**config.mk**
```make
export PLATFORM = sky130hd
export DESIGN_NAME = clock_time_core
export DESIGN_NICKNAME = d
export VERILOG_FILES = /design/src/rtl/clock_pkg.sv /design/src/rtl/bcd2_counter.sv /design/src/rtl/clock_time_core.sv
export SDC_FILE = /design/constraint.sdc
export NUM_CORES = 1
export LEC_CHECK = 0
export CORE_AREA = 3 3 65 67
export CTS_BUF_LIST = sky130_fd_sc_hd__clkbuf_4 sky130_fd_sc_hd__clkbuf_8
export CTS_CLUSTER_DIAMETER = 30
export DETAILED_ROUTE_END_ITERATION = 7
export DIE_AREA = 0 0 68 70
export PLACE_DENSITY_LB_ADDON = 0.2
export SYNTH_ARGS = -nofsm -noshare
export SYNTH_HDL_FRONTEND = slang
export SYNTH_SLANG_ARGS = --single-unit
```
**constraint.sdc**
```tcl
create_clock -name clk -period 2.1 [get_ports clk]
set_clock_uncertainty 0.05 [all_clocks]
set_input_delay 0.42 -clock clk [delete_from_list [all_inputs] [get_ports clk]]
set_output_delay 0.42 -clock clk [all_outputs]
set_load 0.05 [all_outputs]
```
**src/rtl/clock_pkg.sv**
```systemverilog
// clock_pkg: shared mode encoding, BCD digit type, terminal values and the 12-hour display mapping
package clock_pkg;

  typedef enum logic [1:0] {
    MODE_RUN    = 2'd0,
    MODE_SET_HH = 2'd1,
    MODE_SET_MM = 2'd2,
    MODE_SET_SS = 2'd3
  } mode_e;

  typedef logic [3:0] bcd_digit_t;

  localparam int SEC_MAX  = 59;
  localparam int MIN_MAX  = 59;
  localparam int HOUR_MAX = 23;

  // Maps a 24-hour BCD value to its 12-hour presentation: 00 -> 12, 13..23 -> 01..11.
  function automatic logic [7:0] bcd_to_12h(input logic [7:0] b);
    int h;
    h = int'(b[7:4]) * 10 + int'(b[3:0]);
    h = (h == 0) ? 12 : (h > 12) ? h - 12 : h;
    return {4'(h / 10), 4'(h % 10)};
  endfunction

endpackage

```
**src/rtl/bcd2_counter.sv**
```systemverilog
// bcd2_counter: two-digit BCD counter wrapping at MAX, with clear, load and carry-out
module bcd2_counter
  import clock_pkg::*;
#(
  parameter int MAX  = 59,
  parameter int INIT = 0
) (
  input  logic       clk,
  input  logic       rst,
  input  logic       i_inc,
  input  logic       i_clr,
  input  logic       i_load,
  input  logic [7:0] i_val,
  output logic       o_carry,
  output logic [7:0] o_bcd
);

  if (INIT < 0 || INIT > MAX) begin : g_init_range
    $error("bcd2_counter: INIT %0d outside 0..%0d", INIT, MAX);
  end

  localparam bcd_digit_t MAX_T = 4'(MAX / 10);
  localparam bcd_digit_t MAX_O = 4'(MAX % 10);
  localparam logic [7:0] INIT_BCD = {4'(INIT / 10), 4'(INIT % 10)};

  bcd_digit_t r_t, r_o;
  logic       w_max;

  assign w_max   = (r_t == MAX_T) && (r_o == MAX_O);
  assign o_carry = i_inc && w_max;
  assign o_bcd   = {r_t, r_o};

  // Digit registers: clear beats load beats increment; terminal value wraps to 00.
  always_ff @(posedge clk or posedge rst) begin
    if (rst) begin
      {r_t, r_o} <= INIT_BCD;
    end else if (i_clr) begin
      {r_t, r_o} <= 8'h00;
    end else if (i_load) begin
      {r_t, r_o} <= i_val;
    end else if (i_inc) begin
      r_t <= w_max ? 4'd0 : (r_o == 4'd9) ? r_t + 4'd1 : r_t;
      r_o <= (w_max || r_o == 4'd9) ? 4'd0 : r_o + 4'd1;
    end
  end

endmodule

```
**src/rtl/clock_time_core.sv**
```systemverilog
// clock_time_core: hh:mm:ss BCD timekeeping with button set mode; CLOCK_12H_DISPLAY_EN adds 12-hour display and pm
module clock_time_core
  import clock_pkg::*;
#(
  parameter int INIT_HH = 12,
  parameter int INIT_MM = 0,
  parameter int INIT_SS = 0
) (
  input  logic       clk,
  input  logic       rst,
  input  logic       tick_1hz,
  input  logic       blink,
  input  logic       btn_mode,
  input  logic       btn_inc,
  output logic [7:0] hh_bcd,
  output logic [7:0] mm_bcd,
  output logic [7:0] ss_bcd,
  output logic [5:0] digit_blank,
  output logic [1:0] mode,
  output logic       day_tick
`ifdef CLOCK_12H_DISPLAY_EN
  ,
  output logic       pm
`endif
);

  mode_e      r_mode, w_mode_nxt;
  logic [5:0] r_blank, w_blank_nxt;
  logic       r_day_tick;
  logic       w_run, w_inc;
  logic       w_ss_inc, w_ss_clr, w_mm_inc, w_hh_inc;
  logic       w_ss_carry, w_mm_carry, w_hh_carry;
  logic [7:0] w_hh;

  // A mode press in the same cycle swallows the increment.
  assign w_run    = (r_mode == MODE_RUN);
  assign w_inc    = btn_inc && !btn_mode;
  assign w_ss_inc = w_run && tick_1hz;
  assign w_ss_clr = (r_mode == MODE_SET_SS) && w_inc;
  assign w_mm_inc = (w_run && w_ss_carry) || ((r_mode == MODE_SET_MM) && w_inc);
  assign w_hh_inc = (w_run && w_mm_carry) || ((r_mode == MODE_SET_HH) && w_inc);

  bcd2_counter #(.MAX(SEC_MAX), .INIT(INIT_SS)) u_ss (
    .clk(clk), .rst(rst), .i_inc(w_ss_inc), .i_clr(w_ss_clr), .i_load(1'b0),
    .i_val(8'h00), .o_carry(w_ss_carry), .o_bcd(ss_bcd)
  );

  bcd2_counter #(.MAX(MIN_MAX), .INIT(INIT_MM)) u_mm (
    .clk(clk), .rst(rst), .i_inc(w_mm_inc), .i_clr(1'b0), .i_load(1'b0),
    .i_val(8'h00), .o_carry(w_mm_carry), .o_bcd(mm_bcd)
  );

  bcd2_counter #(.MAX(HOUR_MAX), .INIT(INIT_HH)) u_hh (
    .clk(clk), .rst(rst), .i_inc(w_hh_inc), .i_clr(1'b0), .i_load(1'b0),
    .i_val(8'h00), .o_carry(w_hh_carry), .o_bcd(w_hh)
  );

  // Next mode, and blanking of the field selected in that mode (suppressed by an accepted increment).
  always_comb begin
    w_mode_nxt  = btn_mode ? mode_e'(r_mode + 2'd1) : r_mode;
    w_blank_nxt = (!blink || w_inc) ? 6'b000000 :
                  (w_mode_nxt == MODE_SET_HH) ? 6'b110000 :
                  (w_mode_nxt == MODE_SET_MM) ? 6'b001100 :
                  (w_mode_nxt == MODE_SET_SS) ? 6'b000011 : 6'b000000;
  end

  // Mode state, blank flags and the midnight pulse.
  always_ff @(posedge clk or posedge rst) begin
    if (rst) begin
      r_mode     <= MODE_RUN;
      r_blank    <= 6'b000000;
      r_day_tick <= 1'b0;
    end else begin
      r_mode     <= w_mode_nxt;
      r_blank    <= w_blank_nxt;
      r_day_tick <= w_run && w_hh_carry;
    end
  end

  assign mode        = r_mode;
  assign digit_blank = r_blank;
  assign day_tick    = r_day_tick;

`ifdef CLOCK_12H_DISPLAY_EN
  assign hh_bcd = bcd_to_12h(w_hh);
  assign pm     = (w_hh[7:4] == 4'd2) || ((w_hh[7:4] == 4'd1) && (w_hh[3:0] >= 4'd2));
`else
  assign hh_bcd = w_hh;
`endif

endmodule

```
**Word-level counts from Yosys, hierarchy flattened**

Cells that the tools add are included.
Widths: inputs -> output; s select.

- Reductions and logical operators: 30
- Add/subtract/negate cells: 7
- Multiplexer cells: 18
- Equal/unequal tests: 13

Operator list:

| kind | number |
|---|---|
| $mux 4 | 14 |
| $add 4x1->4 const B | 6 |
| $logic_and 1x1->1 | 14 |
| $eq 4x4->1 const B | 3 |
| $mux 6 | 2 |
| $eq 2x2->1 const B | 4 |
| $eq 4x2->1 const B | 2 |
| $eq 4x3->1 const B | 2 |
| $logic_or 1x1->1 | 6 |
| $reduce_and 2->1 | 3 |
| $reduce_bool 2->1 | 3 |
| $eq 2x1->1 const B | 2 |
| $mux 2 | 2 |
| $reduce_bool 3->1 | 1 |
| $add 2x1->2 const B | 1 |
| $logic_not 1->1 | 2 |
| $logic_not 2->1 | 1 |

- Output and inout bits: 33
- Word-level logic and storage cells: 77
- Input bits: 6
- Register bits: 33

**Longest topological paths before layout**

- Word-level depth: 10
- Gate-level depth with buffers: 8
- Depth with buffers taken out: 7

**Cells and area by module**

From an unflattened synthesis, not the netlist that was laid out.

- Cell total of the unflattened synthesis: 235
- Area, all modules: 2237.1 µm²

Modules (own cells, without submodules):

| module | area each (µm²) | cells each | times used | seq. area each (µm²) |
|---|---|---|---|---|
| bcd2_counter (u_mm ...) | 633.1 | 66 | 2 | 200.2 |
| bcd2_counter (u_hh) | 586.8 | 67 | 1 | 202.7 |
| clock_time_core | 384.1 | 36 | 1 | 150.1 |

**Least setup slack after synthesis**

No wires, ideal clock.

- Kind: reg2reg
- From: register u_ss.r_t[0]
- To: register u_hh.r_t[1]
- Path slack: -0.107 ns
- Stages on the path, launching flop included: 8
- Arrival: 2.009 ns
- Library setup time: 0.148 ns
- Required time: 1.902 ns
- Clock period less this slack: 2.207 ns
- Cell sequence: dfrtp_1 > ha_1 > nand3b_4 > o31ai_4 > a22oi_2 > buf_2 > o21ai_0 > o41ai_2

- Word-level cells in the longest chain between the ends: 9

Ends and longest elaborated chain:

| what | line | text |
|---|---|---|
| from (decl) | bcd2_counter.sv:26 | `bcd_digit_t r_t, r_o;` |
| from (signal assigned) | bcd2_counter.sv:40 | `{r_t, r_o} <= i_val;` |
| from (signal assigned) | bcd2_counter.sv:42 | `r_t <= w_max ? 4'd0 : (r_o == 4'd9) ? r_t + 4'd1 : r_t;` |
| $eq 4x3->1 | bcd2_counter.sv:29 | `assign w_max = (r_t == MAX_T) && (r_o == MAX_O);` |
| $logic_and 1x1->1 | bcd2_counter.sv:29 |  |
| $logic_and 1x1->1 | bcd2_counter.sv:30 | `assign o_carry = i_inc && w_max;` |
| $logic_and 1x1->1 | clock_time_core.sv:40 | `assign w_mm_inc = (w_run && w_ss_carry) \|\| ((r_mode == MODE_SET_MM) && w_inc);` |
| $logic_or 1x1->1 | clock_time_core.sv:40 |  |
| $logic_and 1x1->1 | bcd2_counter.sv:30 |  |
| $logic_and 1x1->1 | clock_time_core.sv:41 | `assign w_hh_inc = (w_run && w_mm_carry) \|\| ((r_mode == MODE_SET_HH) && w_inc);` |
| $logic_or 1x1->1 | clock_time_core.sv:41 |  |
| $reduce_and 2->1 (no line) | -- |  |
| to (signal assigned) | bcd2_counter.sv:40 |  |
| to (signal assigned) | bcd2_counter.sv:42 |  |
| to (decl) | bcd2_counter.sv:26 |  |

Every way passes these cells.
A chain may end at the register's enable or synchronous reset.

**Worst setup path in the final report**

- From: register u_mm.r_o[0]
- To: output mm_bcd[0]

RTL lines:

| what | line | text |
|---|---|---|
| from (decl) | bcd2_counter.sv:26 |  |
| from (signal assigned) | bcd2_counter.sv:40 |  |
| from (signal assigned) | bcd2_counter.sv:43 | `r_o <= (w_max \|\| r_o == 4'd9) ? 4'd0 : r_o + 4'd1;` |
| to (decl) | clock_time_core.sv:16 | `output logic [7:0] mm_bcd,` |

No word-level cell between the ends.

==> summary.txt <==
Finish
  – Final net count: 241
  – Reg area: about 760 um^2
  – Fin area: 2270 um^2
  – Layout cells sized above 1: 19.5%
  – Layout area overhead: 36.5%
  – Multi-input gate area: 837 um^2
  – # diodes: 0
  – Layout fillers: 322
  – Commonest cells after routing, fill and taps aside: 33 x clkdlybuf4s50_1, 22 x dfrtp_1, 19 x o21ai_0, 19 x buf_4, 16 x ha_1
  – Most common cell after layout, fill and taps aside: clkdlybuf4s50_1

Route
  – Vias per inst: 5.12
  – DRT Wirelength: 3570 um
  – Post-route ant nets: 0
  – First-pass iteration count of the detailed router: 4
  – DR iter-0 viols: between 70 and 80
  – Residual DRC count: 0
  – Drt wl/cell: 13.3 um
  – Via count: 1372

Clock network
  – Skew-Pair Late Insertion Delay: roughly 280 ps
  – Post_cts resized: 0
  – Root Buffer: clkbuf_8
  – CTS tree: done
  – CTS Buffer Depth: 2
  – Cts bufs inserted: 5
  – Htree depth: 2
  – Clk slew on worst S/H paths: 70 ps
  – Clock Sinks: 30

Critical path
  – Startpoint Class: flip-flop
  – R2r setup slk: between 100 and 150 ps
  – CP Capture Type: primary output
  – WS Path Type: flip-flop to primary output
  – Worst Path Required: 1630 ps
  – Worst EP arrival: 1580 ps
  – Worst Path Max Fanout: 5

Global routing
  – First-pass GRT wire length: 6080 um
  – Pin count of the biggest net entering global routing: 31
  – Vias in the first global route: 1341
  – GRT Overall Usage: 16.2%
  – Global route total overflow: 0
  – Initial antenna violation count: 0

Yosys
  – Top cells by area, synth: dfrtp_1 42%, ha_1 12%, o21ai_0 5.7%, nand2_1 3.4%, dfstp_2 3.2%
  – Yosys reg bits: 30
  – Syn Inst Count: 163
  – Post-synth top area share: 42.1%
  – Mapped Nets: roughly 190
  – Unique masters post-synth: 37
  – Syn avg cell area: just over 10 um^2
  – Ys Warns: 0
  – Syn Std Cell Area: 1660 um^2
  – Post-synthesis sequential area ratio: 45.3%
  – Cell accounting for the most synthesized area: dfrtp_1

STA
  – Endpoints failing setup: 0
  – Slew @ Worst Pin: 523 ps
  – Max_slew headroom: 65.0%
  – Fin crit share: 97.5%
  – Max Fclk: a little under 500 MHz
  – Post-layout worst setup margin: 51.9 ps
  – RSZ-0062 raised after global routing: no
  – Endpoints failing hold: 0
  – Clock period minus worst slack: approximately 2000 ps
  – Pins over their slew limit: 0

Min path
  – Hold Path Class: flip-flop to flip-flop

Placed design
  – GP Congestion: 0.791
  – # port buffers: 38
  – DP Area: 2170 um^2
  – DPL Wire Length: around 2700 um
  – Placement Setup Slack: -117 ps

Floorplan
  – Full die area: 4760 um^2
  – Row count: 22
  – Die Span X: just under 70 um
  – Initial core utilization: between 40% and 50%
  – Core Footprint: 3690 um^2
  – Die height: 70 um
  – I/O pins: 39

Power and ir drop
  – PD cells: 1450 nW/um^2
  – Leak pwr: around 1.1 nW
  – Worst VDD drop: 0.000892 V

Status
  – Status: complete, no violations

Run
  – Max Cap Violations: 0
-- layout make-up --
cell class / count / area share (%)
clock buffers: 6 / 3.36
clock inverters: 2 / 0.441
inverters: 14 / 2.32
multi-input cells: 116 / 36.9
flip-flops and latches: 30 / 33.5
well taps: 48 / 2.65
repair buffers: 52 / 20.8
-- per-layer routing --
metal / GRT usage, % / wire [um] / up-vias / share of wire, %
met5: 0 / 0 / - / 0
met4: 4.19 / 33 / 0 / 0.93
met3: 4.34 / 161 / 4 / 4.5
met2: 25.6 / 1770 / 33 / 50
met1: 21.6 / 1600 / 661 / 45
li1: - / - / 674 / -
-- kinds of logic (layout without fill, tap and decap cells) --
family	after synthesis	after routing	synth area share, %
simple gates	59	59	20.4
buf+inv	18	74	4.82
flops	30	30	45.3
fa+ha+maj	16	16	12.0
xor+xnor	6	6	3.16
mux	2	2	1.28
compound gates	32	33	13.0
-- sequential cells by signal, indices dropped and copies added (netlist names) --
register	cells
day_tick	1
digit_blank	3
mode	2
u_hh.r_o	4
u_hh.r_t	4
u_mm.r_o	4
u_mm.r_t	4
u_ss.r_o	4
u_ss.r_t	4
-- path summary, 6_finish.rpt --
path / endpoint / cells past startpoint / from
min in group asynchronous: u_mm.r_t[3] / 3 / rst
hold reg to reg: u_hh.r_t[3] / 1 / u_hh.r_t[3]
max in group asynchronous: u_hh.r_o[1] / 3 / rst
hold / removal: u_hh.r_t[3] / 1 / u_hh.r_t[3]
setup / recovery: mm_bcd[0] / 2 / u_mm.r_o[0]
setup reg to reg: u_hh.r_t[0] / 7 / u_ss.r_o[1]
-- critical path, cell delays in order, from the launching register on --
cell	delay, ps
dfrtp_1	350
buf_4	130
clkdlybuf4s50_1	820
-- stage by stage --
stage	power (mW)	utilization, %	std cells	hold slack (ps)	TNS [ps]
5_1_grt	3.50	61.5	268	465	0
4_1_cts	3.29	61.1	266	458	0
3_3_place_gp	2.78	58.8	258	441	-46.2
2_1_floorplan	2.21	-	163	459	0
6_report	3.28	61.5	268	458	0
3_5_place_dp	2.84	58.8	258	453	-379
-- synthesized netlist by cell type, drive strengths merged --
| cell type | instances |
|---|---|
| dfrtp | 28 |
| o21ai | 20 |
| ha | 16 |
| nand2 | 16 |
| inv | 14 |
| nor2 | 11 |
| nand3 | 6 |
| nand3b | 5 |
| buf | 4 |
| xor2 | 4 |
| a21oi | 3 |
| and3 | 3 |
| nand2b | 3 |
| o31ai | 3 |
| or3 | 3 |
| and2 | 2 |
| and3b | 2 |
| dfstp | 2 |
| nor3 | 2 |
| o22ai | 2 |
| o41ai | 2 |
| xnor2 | 2 |
| a21o | 1 |
| a22oi | 1 |
| mux2 | 1 |
| mux2i | 1 |
| nand4 | 1 |
| nand4bb | 1 |
| nor2b | 1 |
| nor4 | 1 |
| nor4b | 1 |
| or4 | 1 |
-- where the power goes --
| group | total [mW] | internal (mW) | leakage, nW | switching [mW] |
|---|---|---|---|---|
| clock network | 0.443 | 0.242 | 0.0484 | 0.201 |
| registers | 1.00 | 0.787 | 0.379 | 0.216 |
| logic | 1.84 | 0.654 | 0.674 | 1.18 |
| total | 3.28 | 1.68 | 1.10 | 1.60 |
-- repair_timing --
action / in CTS / in global routing
hold buffers: 0 / 0
setup endpoints to repair: 0 / 3
setup buffers: 0 / 1
(Power assumes the default switching activity.)
